File: config.mk
export PLATFORM = sky130hd
export DESIGN_NAME = rf_wr_arb
export DESIGN_NICKNAME = d
export VERILOG_FILES = /design/src/rtl/rf_wr_arb.sv
export SDC_FILE = /design/constraint.sdc
export NUM_CORES = 1
export LEC_CHECK = 0
export ABC_AREA = 1
export ABC_CLOCK_PERIOD_IN_PS = 3100
export CORE_MARGIN = 10
export CORE_UTILIZATION = 42
export DETAILED_ROUTE_END_ITERATION = 7
export PLACE_DENSITY = 0.87
export SLEW_MARGIN = 20
export SYNTH_ARGS = -nofsm -noshare
export SYNTH_HDL_FRONTEND = slang
export SYNTH_SLANG_ARGS = --single-unit
File: constraint.sdc
create_clock -name clk -period 3.1 [get_ports clk]
set_input_delay 0.62 -clock clk [delete_from_list [all_inputs] [get_ports clk]]
set_output_delay 0.62 -clock clk [all_outputs]
set_load 0.02 [all_outputs]
File: src/rtl/rf_wr_arb.sv
// Round-robin arbiter for the register file write port: two writeback requesters, registered output stage, x0 writes filtered.
// Optional macro RF_WR_ARB_FWD_EN adds combinational forwarding of the in-flight write onto two read ports.
module rf_wr_arb #(
    parameter int WIDTH = 32
) (
    input  logic             clk,
    input  logic             rst_n,
    input  logic             a_valid,
    output logic             a_ready,
    input  logic [4:0]       a_addr,
    input  logic [WIDTH-1:0] a_data,
    input  logic             b_valid,
    output logic             b_ready,
    input  logic [4:0]       b_addr,
    input  logic [WIDTH-1:0] b_data,
    output logic             we3,
    output logic [4:0]       wa3,
    output logic [WIDTH-1:0] wd3,
    output logic             conflict
`ifdef RF_WR_ARB_FWD_EN
    ,
    input  logic [4:0]       ra1,
    input  logic [4:0]       ra2,
    input  logic [WIDTH-1:0] rf_rd1,
    input  logic [WIDTH-1:0] rf_rd2,
    output logic [WIDTH-1:0] fwd_rd1,
    output logic [WIDTH-1:0] fwd_rd2
`endif
);

    typedef enum logic {
        GNT_A = 1'b0,
        GNT_B = 1'b1
    } gnt_e;

    gnt_e             last_gnt_reg, last_gnt_next;
    logic             we3_reg, we3_next;
    logic [4:0]       wa3_reg, wa3_next;
    logic [WIDTH-1:0] wd3_reg, wd3_next;
    logic             conflict_reg, conflict_next;
    logic             a_xfer, b_xfer;

    // Readiness looks only at the other requester, so a lone requester never waits.
    always_comb begin
        a_ready       = !b_valid || (last_gnt_reg == GNT_B);
        b_ready       = !a_valid || (last_gnt_reg == GNT_A);
        a_xfer        = a_valid && a_ready;
        b_xfer        = b_valid && b_ready && !a_xfer;
        last_gnt_next = last_gnt_reg;
        we3_next      = 1'b0;
        wa3_next      = wa3_reg;
        wd3_next      = wd3_reg;
        conflict_next = a_valid && b_valid;
        if (a_xfer) begin
            last_gnt_next = GNT_A;
            if (a_addr != 5'd0) begin
                we3_next = 1'b1;
                wa3_next = a_addr;
                wd3_next = a_data;
            end
        end else if (b_xfer) begin
            last_gnt_next = GNT_B;
            if (b_addr != 5'd0) begin
                we3_next = 1'b1;
                wa3_next = b_addr;
                wd3_next = b_data;
            end
        end
    end

    // Reset leaves last_gnt at B so that A wins the first contest.
    always_ff @(posedge clk or negedge rst_n) begin
        if (!rst_n) begin
            last_gnt_reg <= GNT_B;
            we3_reg      <= 1'b0;
            wa3_reg      <= 5'd0;
            wd3_reg      <= '0;
            conflict_reg <= 1'b0;
        end else begin
            last_gnt_reg <= last_gnt_next;
            we3_reg      <= we3_next;
            wa3_reg      <= wa3_next;
            wd3_reg      <= wd3_next;
            conflict_reg <= conflict_next;
        end
    end

    assign we3      = we3_reg;
    assign wa3      = wa3_reg;
    assign wd3      = wd3_reg;
    assign conflict = conflict_reg;

`ifdef RF_WR_ARB_FWD_EN
    logic [4:0]       ra_arr  [2];
    logic [WIDTH-1:0] rd_arr  [2];
    logic [WIDTH-1:0] fwd_arr [2];

    assign ra_arr[0] = ra1;
    assign ra_arr[1] = ra2;
    assign rd_arr[0] = rf_rd1;
    assign rd_arr[1] = rf_rd2;

    // The register file has not captured the write yet during the cycle we3 is high.
    generate
        for (genvar gi = 0; gi < 2; gi++) begin : g_fwd
            assign fwd_arr[gi] = (we3_reg && (wa3_reg == ra_arr[gi]) && (ra_arr[gi] != 5'd0))
                                 ? wd3_reg : rd_arr[gi];
        end
    endgenerate

    assign fwd_rd1 = fwd_arr[0];
    assign fwd_rd2 = fwd_arr[1];
`endif

endmodule
; Word level (Yosys, flattened, before mapping)
; Index checks and enable logic that the tools add are counted.
[totals]
elab_cells = 35
out_inout_bits = 41
ff_bits = 40
inputBits = 78
[classes]
n_eq_ne = 1
reduce_logical = 14
muxes = 14
bitwise_logic = 1
[ops]
columns = op, n
row1 = $mux W32, 4
row2 = $mux W5, 4
row3 = $reduce_bool A5 Y1, 2
row4 = $mux W1, 6
row5 = $logic_and A1 B1 Y1, 4
row6 = $reduce_bool A2 Y1, 2
row7 = $logic_not A1 Y1, 3
row8 = $reduce_and A3 Y1, 1
row9 = $logic_or A1 B1 Y1, 2
row10 = $ne A2 B1 Y1 const B, 1
row11 = $not A1 Y1, 1

; Depth between registers and ports, before layout
[logic_depth]
word_depth = 7
ltp_mapped = 10
ltp_nobuf = 8

; Least setup slack after synthesis
; Ideal clock, no wire load.
[synth_timing]
path_type = in2reg
from = in a_valid
to = reg wa3_reg[0], in the netlist wa3[0]
path_stages = 8
required_time_ps = 2983
path_buffers = 2
setup_slack_ps = 1541
setup_ps = 117
t_arrival_ps = 1443
cell_sequence = nand2_1 inv_2 nor2_1 nand2_1 buf_4 buf_4 nand3_1 nand2_1
[synth_between]
elab_chain_cells = 6
word_cells_on_any_way = 11
classes_between = eq/ne: 1 / mux: 1 / reduce/logical: 9
[synth_rtl]
columns = element, line
row1 = start: declaration, 8  ; input logic a_valid,
row2 = $logic_not A1 Y1, 46  ; b_ready = !a_valid || (last_gnt_reg == GNT_A);
row3 = $logic_or A1 B1 Y1, 46
row4 = $logic_and A1 B1 Y1 (2 in series), 48  ; b_xfer = b_valid && b_ready && !a_xfer;
row5 = $reduce_bool A2 Y1 (no line), n/a
row6 = $reduce_and A3 Y1 (no line), n/a
row7 = end signal: assignment, 82  ; wa3_reg <= wa3_next;
row8 = end: declaration, 38  ; logic [4:0] wa3_reg, wa3_next;
; Parallel ways exist; a longest one is shown, timed or not.
; A chain may end at the register's enable or synchronous reset.

; Worst setup path after layout
[layout_timing]
from = in a_valid
to = out b_ready
[layout_between]
elab_chain_cells = 2
[layout_rtl]
columns = element, line
row1 = $logic_not A1 Y1, 46
row2 = $logic_or A1 B1 Y1, 46
row3 = end: declaration, 13  ; output logic b_ready,
; No other way between the ends.

==> impl_metrics.json <==
{
  "synth.most_common_cell": "nand2_1",
  "die_x_um": 91.1,
  "post_cts_buffers": 0,
  "relSlewSlack": 0.405,
  "intPower_mw": 1.10,
  "ctsHoldBuffers": 0,
  "start_util": 0.441,
  "syn-num-nets": 380,
  "cts_tree": "yes",
  "yosys_warnings": 0,
  "holdCritPathClass": "in -> async",
  "cp_slowest_cell": "clkdlybuf4s50_1",
  "cts_buffers": 5,
  "crit_buf_inv": 2,
  "swShare": 0.337,
  "p_sw_mw": 0.561,
  "die_h_um": 91.1,
  "htreeDepth": 2,
  "synth_area_um2": 2120,
  "fillers": 436,
  "cp_data_arrival_time_ns": 1.80,
  "dpl-instance-area_um2": 3260,
  "yosys.area.top_type": "dfrtp_1",
  "antenna_found_initial": 0,
  "cp_max_fo": 3,
  "cts_sinks": 40,
  "r2r-end": "wa3[3]",
  "maxCapViolCount": 0,
  "io_buffer_count": 118,
  "hold_violations": 0,
  "synthCells": 302,
  "power_density_nw_per_um2": 497,
  "dp_hpwl_um": 5080,
  "die_area_um2": 8300,
  "peakVddDrop_uv": 257,
  "power.leakage_nw": 1.71,
  "regArea_um2": 1000,
  "crit_path_frequent_cell": "clkdlybuf4s50_1",
  "finClkSkew_ns": 0.00257,
  "finalWeightedCongestion": 0.726,
  "diodes": 0,
  "cp_slowest_stage_delay_ns": 0.61,
  "layoutNonFillerInstCount": 479,
  "vias": 2243,
  "viasPerCell": 4.68,
  "rsz0062_at_grt": "no",
  "fin_area_um2": 3350,
  "drt_iter0_markers": 106,
  "post-place-ws_ns": 0.548,
  "seq_area_frac_synth": 0.472,
  "status": "finished, final reports clean",
  "syn_to_final_growth_pct": 57.9,
  "clockPowerShare": 0.211,
  "drt-total-wl_um": 6910,
  "synth_seq_cells": 40,
  "layout-drive-gt1-share": 0.0413,
  "async_flop_share": 1.00,
  "grt_pass1_vias": 2323,
  "worst_slack_ns": 0.675,
  "fmax_mhz": 412,
  "grt-ovfl-total": 0,
  "synth_edf_count": 0,
  "cts_buffer_depth": 2,
  "crit_path_end_kind": "output port",
  "worstPathRequired_ns": 2.48,
  "synth.area.top_cells": "dfrtp_1, nand2_1, nand3_1",
  "cts_resized": 0,
  "route.detailed.drc": 0,
  "holdWs_ns": 0.456,
  "io_pins": 119,
  "path_class": "in -> out",
  "coreArea_um2": 4820,
  "fin_util": 0.696,
  "synth.avg_cell_area_um2": 7.03,
  "r2r_setup_slack_ns": 1.11,
  "grt_pass1_wl_um": 11300,
  "clk_pin_slew_ns": 0.07,
  "finalCritPeriodShare": 0.782,
  "ys_types": 15,
  "cpLargestDelayFamily": "buffers and inverters",
  "synth_commonest_cells": "nand2_1, dfrtp_1, nand3_1, buf_4",
  "crit_chain": "clkdlybuf4s50_1 -> nand2_1 -> clkdlybuf4s50_1",
  "largest_register_ffs": 32,
  "drv_slew": 0,
  "fin_nets": 489,
  "total_power_mw": 1.66,
  "r2r-start": "last_gnt_reg",
  "period_needed_ns": 2.42,
  "placed_cells": 471,
  "clk_latency_ns": 0.28,
  "comb_power_share": 0.391,
  "r2r_cells": 8,
  "first_pass_iters": 4,
  "synth-main-ff-cell": "dfrtp_1",
  "final-setup-viol-count": 0,
  "crit_path_start_kind": "input port",
  "routedWlPerCell_um": 14.4,
  "core.rowCount": 25,
  "multiInputGateArea_um2": 947,
  "fin_tns_setup_ns": 0,
  "drtAntennaViolNets": 0,
  "synth_top_area_frac": 0.460,
  "grt_start_max_net_pins": 41,
  "tightest_slew_ns": 0.892,
  "seqPwrFrac": 0.397,
  "grtUsageTotal": 0.163,
  "clock-root-buffer": "clkbuf_8"
}
[placed cells by master, fill, tap and decap left out]
cell type and instances:
a21oi_1 1, buf_2 1, buf_4 3, clkbuf_1 2, clkbuf_8 6, clkdlybuf4s50_1 117
dfrtp_1 39, dfstp_2 1, inv_1 5, inv_2 1, inv_4 1, nand2_1 186
nand2_2 4, nand3_1 39, nor2_1 5, o21ai_0 1
[per-layer routing]
| layer | wire, um | vias up | track usage |
|---|---|---|---|
| li1 | - | 1143 | - |
| met2 | 3550 | 76 | 0.292 |
| met1 | 2760 | 1020 | 0.178 |
| met5 | 0 | - | 0 |
| met3 | 559 | 4 | 0.0634 |
| met4 | 53 | 0 | 0.0379 |
[cells by family after synthesis]
family | after synthesis | share of synthesized area
AND/OR/NAND/NOR | 234 | 0.442
buffers and inverters | 26 | 0.0814
flip-flops | 40 | 0.472
AO/OA/AOI/OAI | 2 | 0.00471
[layout make-up]
| type | count | area share |
|---|---|---|
| tap | 67 | 0.0250 |
| clock buffer | 8 | 0.0269 |
| inverter | 7 | 0.00859 |
| multi-input combinational | 236 | 0.283 |
| timing repair buffer | 121 | 0.358 |
| sequential | 40 | 0.299 |
[power by group through the flow]
stage          Clock, mW  Combinational [mW]  Sequential (mW)
2_1_floorplan          0               0.216            0.777
3_3_place_gp           0               0.644            0.666
3_5_place_dp           0               0.659            0.669
4_1_cts            0.359               0.661            0.661
5_1_grt            0.380               0.713            0.672
6_report           0.352               0.651            0.661
[how the worst max path moves through the flow]
stage	startpoint	to	slack [ns]	depth (start not counted)
6_report	a_valid	b_ready	0.68	3
5_1_grt	a_valid	b_ready	0.64	3
4_1_cts	a_valid	b_ready	0.67	3
3_5_place_dp	b_valid	wa3[3]	0.55	8
3_3_place_gp	b_valid	wd3[22]	0.68	8
2_1_floorplan	a_valid	wa3[0]	1.54	8
Power figures use the tool's default switching activity.
